==> config.mk <==
export PLATFORM = sky130hd
export DESIGN_NAME = uv_iomux_ctrl_flat
export DESIGN_NICKNAME = d
export VERILOG_FILES = /design/src/rtl/uv_iomux_pkg.sv /design/src/rtl/uv_iomux_ctrl_if.sv /design/src/rtl/uv_iomux_ctrl.sv /design/src/flat_wrapper.sv
export SDC_FILE = /design/constraint.sdc
export NUM_CORES = 1
export LEC_CHECK = 0
export BUFFER_PORTS_ARGS = -buffer_cell sky130_fd_sc_hd__clkbuf_2
export CORE_MARGIN = 2
export CORE_UTILIZATION = 48
export CTS_BUF_LIST = sky130_fd_sc_hd__clkbuf_4
export DETAILED_ROUTE_END_ITERATION = 8
export GPL_ROUTABILITY_DRIVEN = 1
export GPL_TIMING_DRIVEN = 1
export HOLD_SLACK_MARGIN = 0.12
export PLACE_DENSITY = 0.77
export SYNTH_ARGS = -nofsm -noshare
export SYNTH_HDL_FRONTEND = slang
export SYNTH_SLANG_ARGS = --single-unit
==> constraint.sdc <==
create_clock -name clk -period 1.7 [get_ports clk]
set_input_delay 0.51 -clock clk [delete_from_list [all_inputs] [get_ports clk]]
set_output_delay 0.51 -clock clk [all_outputs]
set_load 0.02 [all_outputs]
==> src/rtl/uv_iomux_pkg.sv <==
// Shared definitions for the IO mux pin-function controller.
// Register word offsets (addr[3:2]), group bit positions and FSM encoding.
package uv_iomux_pkg;

  localparam logic [1:0] REG_MODE_REQ = 2'd0;
  localparam logic [1:0] REG_MODE_CUR = 2'd1;
  localparam logic [1:0] REG_STATUS   = 2'd2;
  localparam logic [1:0] REG_GUARD    = 2'd3;

  localparam int GRP_UART = 0;
  localparam int GRP_SPI0 = 1;
  localparam int GRP_SPI1 = 2;

  localparam int GUARD_RST = 4;

  typedef enum logic [1:0] {
    ST_IDLE,
    ST_WAIT,
    ST_HOLD,
    ST_SETTLE
  } state_e;

endpackage

==> src/rtl/uv_iomux_ctrl_if.sv <==
// System register bus: one-cycle request strobe, response exactly one cycle later.
// No backpressure; the slave always accepts.
interface uv_iomux_ctrl_if;
  logic        reg_req;
  logic        reg_we;
  logic [3:0]  reg_addr;
  logic [31:0] reg_wdata;
  logic        reg_rsp;
  logic [31:0] reg_rdata;

  modport master (
    output reg_req, reg_we, reg_addr, reg_wdata,
    input  reg_rsp, reg_rdata
  );

  modport slave (
    input  reg_req, reg_we, reg_addr, reg_wdata,
    output reg_rsp, reg_rdata
  );
endinterface

==> src/rtl/uv_iomux_ctrl.sv <==
// Sequences glitch-free pin-function changes: wait idle, hold for GUARD+1, switch, settle.
// Register response one cycle after request, never stalls; switch latency depends on grp_idle.
module uv_iomux_ctrl
  import uv_iomux_pkg::*;
#(
  parameter int                   GRP_NUM  = 3,
  parameter logic [GRP_NUM-1:0]   RST_MODE = '1,
  parameter int                   GRD_W    = 8,
  parameter int                   TMO_CYC  = 4096
) (
  input  logic               clk,
  input  logic               rst,
  uv_iomux_ctrl_if.slave     bus,
  input  logic [GRP_NUM-1:0] grp_idle,
  output logic [GRP_NUM-1:0] mode_cur,
  output logic [GRP_NUM-1:0] pin_hold,
  output logic               busy,
  output logic               done_irq
);

  localparam int CNT_W = (GRD_W > $clog2(TMO_CYC)) ? GRD_W : $clog2(TMO_CYC);

  state_e             state_q, state_d;
  logic [GRP_NUM-1:0] mode_req_q;
  logic [GRP_NUM-1:0] mode_cur_q, mode_cur_d;
  logic [GRP_NUM-1:0] tgt_q, tgt_d;
  logic [GRP_NUM-1:0] chg_q, chg_d;
  logic [CNT_W-1:0]   cnt_q, cnt_d;
  logic [GRD_W-1:0]   guard_q;
  logic               tmo_err_q, tmo_set;
  logic               done_q, rsp_q;
  logic [31:0]        rdata_q, rdata_d;
  logic               idle_ok, wr;
  logic               unused_bits;

  assign idle_ok = &(grp_idle | ~chg_q);
  assign wr      = bus.reg_req & bus.reg_we;

  // One counter serves both the idle timeout (counting up) and the guard window (counting down)
  always_comb begin
    state_d    = state_q;
    cnt_d      = cnt_q;
    tgt_d      = tgt_q;
    chg_d      = chg_q;
    mode_cur_d = mode_cur_q;
    tmo_set    = 1'b0;
    busy       = (state_q != ST_IDLE);
    pin_hold   = '0;
    unique case (state_q)
      ST_IDLE: begin
        if (mode_req_q != mode_cur_q) begin
          tgt_d   = mode_req_q;
          chg_d   = mode_req_q ^ mode_cur_q;
          cnt_d   = '0;
          state_d = ST_WAIT;
        end
      end
      ST_WAIT: begin
        if (idle_ok) begin
          cnt_d   = CNT_W'(guard_q);
          state_d = ST_HOLD;
        end else if (cnt_q == CNT_W'(TMO_CYC - 1)) begin
          tmo_set = 1'b1;
          cnt_d   = CNT_W'(guard_q);
          state_d = ST_HOLD;
        end else begin
          cnt_d = cnt_q + CNT_W'(1);
        end
      end
      ST_HOLD: begin
        pin_hold = chg_q;
        if (cnt_q == '0) begin
          mode_cur_d = tgt_q;
          state_d    = ST_SETTLE;
        end else begin
          cnt_d = cnt_q - CNT_W'(1);
        end
      end
      ST_SETTLE: begin
        pin_hold = chg_q;
        state_d  = ST_IDLE;
      end
      default: state_d = ST_IDLE;
    endcase
  end

  always_comb begin
    rdata_d = '0;
    if (bus.reg_req && !bus.reg_we) begin
      unique case (bus.reg_addr[3:2])
        REG_MODE_REQ: rdata_d = {{(32-GRP_NUM){1'b0}}, mode_req_q};
        REG_MODE_CUR: rdata_d = {{(32-GRP_NUM){1'b0}}, mode_cur_q};
        REG_STATUS:   rdata_d = {30'd0, tmo_err_q, busy};
        REG_GUARD:    rdata_d = {{(32-GRD_W){1'b0}}, guard_q};
        default:      rdata_d = '0;
      endcase
    end
  end

  always_ff @(posedge clk) begin
    if (rst) begin
      state_q    <= ST_IDLE;
      mode_req_q <= RST_MODE;
      mode_cur_q <= RST_MODE;
      tgt_q      <= RST_MODE;
      chg_q      <= '0;
      cnt_q      <= '0;
      guard_q    <= GRD_W'(GUARD_RST);
      tmo_err_q  <= 1'b0;
      done_q     <= 1'b0;
      rsp_q      <= 1'b0;
      rdata_q    <= '0;
    end else begin
      state_q    <= state_d;
      mode_cur_q <= mode_cur_d;
      tgt_q      <= tgt_d;
      chg_q      <= chg_d;
      cnt_q      <= cnt_d;
      done_q     <= (state_q == ST_SETTLE);
      rsp_q      <= bus.reg_req;
      rdata_q    <= rdata_d;
      if (wr && bus.reg_addr[3:2] == REG_MODE_REQ) mode_req_q <= bus.reg_wdata[GRP_NUM-1:0];
      if (wr && bus.reg_addr[3:2] == REG_GUARD)    guard_q    <= bus.reg_wdata[GRD_W-1:0];
      // A timeout landing in the same cycle as a clear keeps the error visible
      if (tmo_set)
        tmo_err_q <= 1'b1;
      else if (wr && bus.reg_addr[3:2] == REG_STATUS && bus.reg_wdata[1])
        tmo_err_q <= 1'b0;
    end
  end

  assign mode_cur      = mode_cur_q;
  assign done_irq      = done_q;
  assign bus.reg_rsp   = rsp_q;
  assign bus.reg_rdata = rdata_q;
  assign unused_bits   = ^{bus.reg_addr[1:0], bus.reg_wdata};

endmodule
==> src/flat_wrapper.sv <==
// flat-port wrapper written by rule: the top's interface ports become plain ports
module uv_iomux_ctrl_flat import uv_iomux_pkg::*;
#(
  parameter int                   GRP_NUM  = 3,
  parameter logic [GRP_NUM-1:0]   RST_MODE = '1,
  parameter int                   GRD_W    = 8,
  parameter int                   TMO_CYC  = 4096
)
  (clk, rst, grp_idle, mode_cur, pin_hold, busy, done_irq, bus_reg_req, bus_reg_we, bus_reg_addr, bus_reg_wdata, bus_reg_rsp, bus_reg_rdata);
  uv_iomux_ctrl_if bus_i ();
  input  logic clk;
  input  logic rst;
  input  logic [GRP_NUM-1:0] grp_idle;
  output logic [GRP_NUM-1:0] mode_cur;
  output logic [GRP_NUM-1:0] pin_hold;
  output logic busy;
  output logic done_irq;
  input wire logic [$bits(bus_i.reg_req)-1:0] bus_reg_req;
  input wire logic [$bits(bus_i.reg_we)-1:0] bus_reg_we;
  input wire logic [$bits(bus_i.reg_addr)-1:0] bus_reg_addr;
  input wire logic [$bits(bus_i.reg_wdata)-1:0] bus_reg_wdata;
  output wire logic [$bits(bus_i.reg_rsp)-1:0] bus_reg_rsp;
  output wire logic [$bits(bus_i.reg_rdata)-1:0] bus_reg_rdata;
  assign bus_i.reg_req = bus_reg_req;
  assign bus_i.reg_we = bus_reg_we;
  assign bus_i.reg_addr = bus_reg_addr;
  assign bus_i.reg_wdata = bus_reg_wdata;
  assign bus_reg_rsp = bus_i.reg_rsp;
  assign bus_reg_rdata = bus_i.reg_rdata;
  uv_iomux_ctrl #(.GRP_NUM(GRP_NUM), .RST_MODE(RST_MODE), .GRD_W(GRD_W), .TMO_CYC(TMO_CYC)) u_core (.clk(clk), .rst(rst), .bus(bus_i), .grp_idle(grp_idle), .mode_cur(mode_cur), .pin_hold(pin_hold), .busy(busy), .done_irq(done_irq));
endmodule
After elaboration in Yosys (flattened, before gate mapping)

Cells that the tools add are included.

Register bits: 69
Latch bits: 0
RAM bits: 0
ROM bits: 0
Input port bits: 43
Output and inout bits: 41
Logic and storage cells: 66
Memories kept: 0

Add/subtract/negate cells: 2
Multipliers: 0
Divide/modulo/power cells: 0
Order comparisons: 0
Equality and inequality tests: 12
Shift operators: 0
Muxes and demuxes: 17
Bitwise logic cells: 5
Reduce and logical (&&, ||, !) cells: 19

Operators by type and width:

| operator                                             | count |
|---|---|
| one-hot mux 32 bit (4 select lines)                  | 1 |
| two-way mux 12 bit                                   | 4 |
| one-hot mux 12 bit (3 select lines)                  | 1 |
| adder 12 x 1 -> 12 bit (second input constant)       | 1 |
| equality test 12 bit (second input constant)         | 1 |
| logical NOT 12 bit                                   | 1 |
| subtractor 12 x 1 -> 12 bit (second input constant)  | 1 |
| AND reduction 3 bit                                  | 3 |
| equality test 2 bit (second input constant)          | 4 |
| two-way mux 2 bit                                    | 4 |
| one-hot mux 2 bit (4 select lines)                   | 1 |
| logical AND 1 bit                                    | 5 |
| two-way mux 1 bit                                    | 5 |
| equality test 2 x 1 -> 1 bit (second input constant) | 2 |
| logical NOT 2 bit                                    | 2 |
| != test 2 x 1 -> 1 bit (second input constant)       | 2 |
| AND reduction 2 bit                                  | 2 |
| nonzero test 2 bit                                   | 2 |
| OR reduction 2 bit                                   | 2 |
| two-way mux 3 bit                                    | 1 |
| != test 3 x 1 -> 1 bit (second input constant)       | 1 |
| != test 3 bit                                        | 1 |
| NOT 3 bit                                            | 1 |
| bitwise OR 3 bit                                     | 1 |
| 6 further kinds                                      | 6 |

Longest topological paths before layout

Gate-level depths: netlist of run 1.

Depth after elaboration: 6
Mapped depth: 9
Mapped depth without buffers: 7

Least setup slack after synthesis of run 1

OpenSTA, ideal clock, no wires.

Path kind: reg-to-reg
From: reg u_core.cnt_q[0]
To: reg u_core.cnt_q[6]
Setup time: 0.074 ns
Arrival time: 1.791 ns
Required time: 1.626 ns
Path slack: -0.165 ns
Cell stages (with the launch flop): 6
Period minus slack after synthesis: 1.865 ns
Cells stage by stage: dfxtp_1 > inv_1 > ha_1 > or4b_1 > or4_1 > a31oi_1

Longest elaborated chain between the ends: 4

RTL lines:

| what                                                           | RTL line                                 | source |
|---|---|---|
| start, declared                                                | uv_iomux_ctrl.sv:28                      | `logic [CNT_W-1:0] cnt_q, cnt_d;` |
| start signal, assigned                                         | uv_iomux_ctrl.sv:118                     | `cnt_q <= cnt_d;` |
| adder 12 x 1 -> 12 bit or equality test 12 bit (tied branches) | uv_iomux_ctrl.sv:67, uv_iomux_ctrl.sv:62 |  |
| two-way mux 12 bit                                             | uv_iomux_ctrl.sv:62                      | `end else if (cnt_q == CNT_W'(TMO_CYC - 1)) begin` |
| two-way mux 12 bit                                             | uv_iomux_ctrl.sv:59                      | `if (idle_ok) begin` |
| one-hot mux 12 bit (3 select lines)                            | uv_iomux_ctrl.sv:49                      | `unique case (state_q)` |

Parallel ways exist; a longest one is shown, timed or not. The select of a mux whose other input is x is not followed.
A chain may end at the register's enable or synchronous reset.

Worst setup path after layout of run 1

From: reg u_core.state_q[0]
To: out pin_hold[1]

Longest elaborated chain between the ends: 3

RTL lines:

| what                           | RTL line             | source |
|---|---|---|
| start, declared                | uv_iomux_ctrl.sv:23  | `state_e state_q, state_d;` |
| start signal, assigned         | uv_iomux_ctrl.sv:114 | `state_q <= state_d;` |
| equality test 2 bit            | uv_iomux_ctrl.sv:49  |  |
| OR reduction 2 bit (no line) * | -                    |  |
| two-way mux 3 bit *            | uv_iomux_ctrl.sv:49  |  |
| end, declared                  | flat_wrapper.sv:15   | `output logic [GRP_NUM-1:0] pin_hold;` |

Every way passes the cells marked *; elsewhere a longest branch is shown, timed or not.

==> impl_metrics.py, run 1 <==
metrics = {
    "global_routing": {
        "overflow": 0,
        "grt_max_degree": 17,
        "grt_pass1_wl_um": 13500,
        "grt_pass1_vias": 2782,
        "track_usage_pct": 27.0,
        "antenna_found_initial": 0,
    },
    "clock_network": {
        "holdBufCountCts": 0,
        "htree_levels": 2,
        "clk_latency_ns": 0.37,
        "clk_pin_slew_ns": 0.14,
        "cts_tree": "yes",
        "cts_buffers": 5,
        "clk_path_buf_depth": 2,
        "cts_root_buf": "clkbuf_4",
        "cts_sinks": 45,
    },
    "sta": {
        "finalSetupViolations": 21,
        "finalClockSkew_ns": 0.0151,
        "rsz0062_at_grt": "true",
        "slew_viol_final": 0,
        "hold_violations": 0,
        "post-route-min-period_ns": 1.91,
        "fin_ws_ns": -0.205,
        "fmax_mhz": 525,
        "fin_crit_sh_pct": 112,
    },
    "setup_path": {
        "cp_max_fo": 3,
        "end_kind": "primary output",
        "path_common_cell": "buf_4",
        "crit_chain": "buf_4, ha_4, nor2_4, nor2b_1, buf_4",
        "crit_type": "flop to primary output",
        "cp_slowest_stage_delay_ns": 0.35,
        "crit_arrival_ns": 1.40,
        "start_kind": "flop",
        "critPathRequiredTime_ns": 1.19,
        "slowest_stage": "dfxtp_2",
    },
    "die": {
        "dieArea_um2": 6440,
        "die_w_um": 80.2,
        "start_util_pct": 50.0,
        "row_count": 27,
        "die_h_um": 80.2,
        "io_pins": 84,
        "core-area_um2": 5570,
    },
    "placed_design": {
        "dp_cells": 485,
        "portBuffers": 33,
        "hpwl_um": 5800,
        "place.gp.congestion": 0.962,
        "pre_cts_slack_ns": -0.221,
    },
    "synthesis": {
        "ys_seq_area_share_pct": 32.3,
        "yosysWarningCount": 0,
        "yosys.area.top_type_share_pct": 32.3,
        "synth_top_area_cell": "dfxtp_1",
        "synthMostInstantiatedCell": "dfxtp_1",
        "avgSynthCellArea_um2": 8.30,
        "ys_ff_latch": 45,
        "syn_area_um2": 2790,
        "postSynthCellCount": 336,
        "synth_area_leaders": "dfxtp_1 (32%), buf_4 (7.3%), nand2_1 (3.9%)",
        "synthTopCellsByCount": "dfxtp_1 (45), nand2_1 (29), buf_4 (27), nor2_1 (22), a21oi_1 (16)",
        "synth_ff_type": "dfxtp_1",
        "yosysUniqueCellTypes": 56,
        "ys_async_sr_fraction_pct": 0,
        "synth_edf_count": 0,
    },
    "run": {
        "maxCapViolCount": 0,
    },
    "detailed_routing": {
        "drc": 0,
        "firstDrtPassIters": 5,
        "vias_per_cell": 5.84,
        "ant_nets": 0,
        "drt_wl_total_um": 8790,
        "drt_iter0_markers": 234,
        "wl_per_cell_um": 17.4,
        "vias": 2951,
    },
    "outcome": {
        "status": "finished, violations left",
        "violations": "setup timing",
    },
    "pwr": {
        "vdd.ir_drop.worst_uv": 1020,
        "p_per_area_nw_per_um2": 1260,
        "leakage_nw": 1.63,
    },
    "layout": {
        "drive_above_1_share_pct": 40.4,
        "fin_nets": 483,
        "diodes": 0,
        "fin_cells": 505,
        "area_growth_pct": 38.1,
    },
    "worst_hold_path": {
        "hold_path_class": "primary input to flop",
    },
}
layer usage:
layer	part of all wire, %	routed length, µm	global-route usage, %
met2	50	4380	47.1
met4	2.7	237	9.15
met1	40	3510	34.6
met3	7.6	666	2.81
met5	0	0	0
placed cells by master (no fill, tap or decap), types with 6 or more instances in the layout:
| cell type | instances |
|---|---|
| a211o_1 | 9 |
| a21oi_1 | 16 |
| and2_1 | 6 |
| buf_4 | 65 |
| buf_6 | 15 |
| clkbuf_2 | 29 |
| conb_1 | 24 |
| dfxtp_1 | 35 |
| dfxtp_2 | 8 |
| ha_4 | 6 |
| inv_1 | 8 |
| nand2_1 | 28 |
| nand3_1 | 12 |
| nand4_1 | 9 |
| nor2_1 | 20 |
| nor2b_1 | 13 |
| nor3_1 | 6 |
| o211ai_1 | 6 |
| xnor2_1 | 7 |
power by group:
| group | switching [mW] | internal (mW) |
|---|---|---|
| Combinational | 1.50 | 1.39 |
| Clock | 0.348 | 0.300 |
| Sequential | 0.108 | 1.20 |
| Total | 1.95 | 2.89 |
layout make-up:
cell class / count / area, µm²
multi-input cells: 256 / 1880
fillers: 400 / 1720
flip-flops and latches: 45 / 918
repair buffers: 112 / 837
well taps: 72 / 90.1
inverters: 13 / 56.3
clock buffers: 5 / 37.5
clock inverters: 2 / 35.0
registers in the layout, summed over array words and instances (netlist names):
name	cells
u_core.bus.reg_rdata	8
u_core.bus.reg_rsp	1
u_core.chg_q	3
u_core.cnt_q	12
u_core.done_irq	1
u_core.guard_q	8
u_core.mode_cur	3
u_core.mode_req_q	3
u_core.state_q	2
u_core.tgt_q	3
u_core.tmo_err_q	1
metrics by stage:
step	hold slack (ns)	TNS [ns]	utilization [%]	total power [mW]	cell area, µm²
detailed placement	0.452	-2.20	61.0	3.50	3400
finish	0.358	-2.37	69.1	4.84	3850
CTS	0.361	-1.48	67.4	4.64	3760
global route	0.360	-4.16	69.1	5.05	3850
floorplan	0.435	-0.198	-	2.80	2950
global placement	0.446	-1.67	61.0	3.44	3400
cell families after synthesis:
kind of cell,count (synthesis),synth area share [%]
and+or+nand+nor,132,25.7
DFF,45,32.3
xor gates and xnor gates,8,2.51
AOI/OAI and AO/OA,75,20.0
buffers and inverters,59,12.2
muxes,9,4.13
adders and majority gates,7,3.14
other,1,0.134
worst max-delay path, delay by kind of cell (launching register included):
kind                       cells  cell delay [ns]
adders and majority gates      1             0.17
buffers and inverters          2             0.29
DFF                            1             0.35
and+or+nand+nor                2             0.21
worst paths after layout:
| path | slack (ns) | from | endpoint | cells after the start |
|---|---|---|---|---|
| setup / recovery | -0.21 | u_core.state_q[0] | pin_hold[1] | 5 |
| hold / removal | 0.36 | bus_reg_wdata[5] | u_core.guard_q[5] | 3 |
| setup reg to reg | -0.19 | u_core.cnt_q[1] | u_core.cnt_q[7] | 6 |
| hold reg to reg | 0.48 | u_core.tgt_q[1] | u_core.tgt_q[1] | 1 |
repair_timing:
action                     in CTS  in global routing
cloned                          1                  0
setup buffers                  11                  2
setup endpoints to repair      21                 22
gates resized for setup        52                 18
pin swaps                      20                  8
Power figures use the tool's default switching activity.
==> inputs of run 2 (changes only) <==
--- a/config.mk
+++ b/config.mk
@@ -5,15 +5,16 @@
 export SDC_FILE = /design/constraint.sdc
 export NUM_CORES = 1
 export LEC_CHECK = 0
+export ABC_AREA = 1
 export BUFFER_PORTS_ARGS = -buffer_cell sky130_fd_sc_hd__clkbuf_2
 export CORE_MARGIN = 2
-export CORE_UTILIZATION = 48
+export CORE_UTILIZATION = 49
 export CTS_BUF_LIST = sky130_fd_sc_hd__clkbuf_4
 export DETAILED_ROUTE_END_ITERATION = 8
 export GPL_ROUTABILITY_DRIVEN = 1
 export GPL_TIMING_DRIVEN = 1
 export HOLD_SLACK_MARGIN = 0.12
-export PLACE_DENSITY = 0.77
+export PLACE_DENSITY = 0.78
 export SYNTH_ARGS = -nofsm -noshare
 export SYNTH_HDL_FRONTEND = slang
 export SYNTH_SLANG_ARGS = --single-unit
==> impl_metrics.py, run 2 <==
metrics = {
    "die": {
        "die_h_um": 81.8,
        "start_util_pct": 50.3,
        "core-area_um2": 5890,
        "dieArea_um2": 6680,
        "io_pins": 84,
        "row_count": 28,
        "die_w_um": 81.8,
    },
    "setup_path": {
        "slowest_stage": "dfxtp_4",
        "crit_arrival_ns": 1.31,
        "crit_type": "flop to primary output",
        "cp_max_fo": 3,
        "cp_slowest_stage_delay_ns": 0.39,
        "end_kind": "primary output",
        "crit_chain": "ha_2, nor2_4, nor2_2, clkbuf_8",
        "start_kind": "flop",
        "critPathRequiredTime_ns": 1.19,
    },
    "clock_network": {
        "holdBufCountCts": 0,
        "clk_pin_slew_ns": 0.15,
        "htree_levels": 2,
        "cts_buffers": 5,
        "cts_tree": "yes",
        "cts_root_buf": "clkbuf_4",
        "cts_sinks": 45,
        "clk_path_buf_depth": 2,
        "clk_latency_ns": 0.36,
    },
    "sta": {
        "hold_violations": 0,
        "finalClockSkew_ns": 0.0133,
        "fin_ws_ns": -0.125,
        "whs_ns": 0.372,
        "rsz0062_at_grt": "true",
        "post-route-min-period_ns": 1.82,
        "finalSetupViolations": 3,
        "fin_crit_sh_pct": 107,
        "fmax_mhz": 548,
        "slew_viol_final": 0,
    },
    "layout": {
        "final_common_cell": "nand2_1",
        "largest-register": "u_core.cnt_q",
        "n_fill_cell": 571,
        "drive_above_1_share_pct": 28.1,
        "largest_reg_flops": 12,
        "final_cell_mix": "nand2_1 (107), nand3_1 (41), inv_1 (40)",
        "final_util_pct": 58.1,
        "fin_nets": 523,
        "area_growth_pct": 15.5,
        "diodes": 0,
    },
    "placed_design": {
        "pre_cts_slack_ns": 0.0166,
        "place.gp.congestion": 0.895,
        "portBuffers": 33,
        "hpwl_um": 4980,
    },
    "synthesis": {
        "synthMostInstantiatedCell": "nand2_1",
        "ys_async_sr_fraction_pct": 0,
        "synth_area_leaders": "dfxtp_1 (30%), nand2_1 (14%), nand3_1 (6.9%)",
        "syn_area_um2": 2960,
        "synthTopCellsByCount": "nand2_1 (108), dfxtp_1 (45), inv_1 (44), nand3_1 (41), nor2_1 (31)",
        "yosys.area.top_type_share_pct": 30.4,
        "synth_edf_count": 0,
        "ys_seq_area_share_pct": 30.4,
        "yosysWarningCount": 0,
        "synth_top_area_cell": "dfxtp_1",
        "synth_ff_type": "dfxtp_1",
        "ys_ff_latch": 45,
        "postSynthCellCount": 425,
        "yosysUniqueCellTypes": 36,
        "avgSynthCellArea_um2": 6.97,
    },
    "global_routing": {
        "track_usage_pct": 22.2,
        "overflow": 0,
        "grt_pass1_wl_um": 11700,
        "antenna_found_initial": 0,
        "grt_max_degree": 19,
        "grt_pass1_vias": 2625,
    },
    "run": {
        "maxCapViolCount": 0,
    },
    "detailed_routing": {
        "drt_wl_total_um": 7200,
        "drc": 0,
        "drt_iter0_markers": 160,
        "vias": 2821,
        "ant_nets": 0,
        "vias_per_cell": 5.14,
        "firstDrtPassIters": 4,
        "wl_per_cell_um": 13.1,
    },
    "pwr": {
        "vdd.ir_drop.worst_uv": 1020,
        "p_per_area_nw_per_um2": 1460,
        "leakage_nw": 1.53,
    },
    "outcome": {
        "violations": "setup timing",
        "status": "finished, violations left",
    },
    "worst_hold_path": {
        "hold_path_class": "primary input to flop",
    },
}
[run 2: cell count changes after synthesis, moves of 7 or more]
cell	change
o21ai_0	+7
o21ai_1	+7
nand3_1	+27
inv_1	+31
nor2_1	+9
nor2b_1	-14
nand2_1	+79
a211o_1	-9
mux2i_1	-7
a21oi_2	+10
and2_1	-8
nand2_2	+12
[run 2: final timing paths]
| kind | from | end | slack [ns] | cells past startpoint |
|---|---|---|---|---|
| setup / recovery | u_core.state_q[0] | pin_hold[2] | -0.12 | 4 |
| hold / removal | bus_reg_wdata[7] | u_core.guard_q[7] | 0.37 | 3 |
| setup reg to reg | u_core.cnt_q[0] | u_core.cnt_q[8] | 0.10 | 9 |
| hold reg to reg | u_core.guard_q[7] | u_core.bus.reg_rdata[7] | 0.49 | 2 |
[run 2: layout make-up]
cell class              instances  area [µm²]  share of cell area, %
well taps                      75        93.8                   2.74
clock inverters                 2        38.8                   1.13
flip-flops and latches         45         920                   26.9
multi-input cells             316        1740                   50.7
repair buffers                 57         399                   11.7
inverters                      48         189                   5.52
clock buffers                   6        45.0                   1.32
[run 2: kinds of logic (layout without fill, tap and decap cells)]
kind of cell               count (synthesis)  after routing  share of synthesized area (%)
adders and majority gates                  7              7                           2.96
other                                      1             24                          0.127
buffers and inverters                     88            113                           16.7
DFF                                       45             45                           30.4
AOI/OAI and AO/OA                         56             56                           11.7
xor gates and xnor gates                   8              8                           2.36
and+or+nand+nor                          220            221                           35.7
[run 2: what timing repair did]
item                       in CTS  in global routing
gates resized for setup        21                 19
setup endpoints to repair       7                 18
cloned                          0                  1
setup buffers                   3                  3
pin swaps                       3                  2
[run 2: worst max-delay path, delay by kind of cell, from the launching register on]
kind	cells	cell delay, ns
buffers and inverters	1	0.15
flip-flops	1	0.39
adder cells (fa/ha/maj)	1	0.20
AND/OR/NAND/NOR	2	0.21
[run 2: layer usage]
| metal | up-vias | share of wire [%] | global-route usage (%) |
|---|---|---|---|
| met5 | - | 0 | 0 |
| li1 | 1404 | - | - |
| met2 | 93 | 52 | 40.2 |
| met4 | 0 | 1.8 | 8.00 |
| met1 | 1308 | 42 | 26.8 |
| met3 | 16 | 4.5 | 2.97 |
[run 2: per-stage QoR]
stage / setup TNS [ns] / area [µm²] / instances / power (mW)
global placement: 0 / 3170 / 534 / 3.92
detailed placement: 0 / 3170 / 534 / 3.99
finish: -0.359 / 3420 / 549 / 5.00
global route: -0.603 / 3420 / 549 / 5.36
floorplan: 0 / 3070 / 448 / 3.52
CTS: -0.364 / 3340 / 545 / 4.87
[run 2: where the power goes]
part           switching [mW]  internal, mW
combinational            1.73          1.10
clock                   0.375         0.330
sequential              0.216          1.25
total                    2.32          2.68
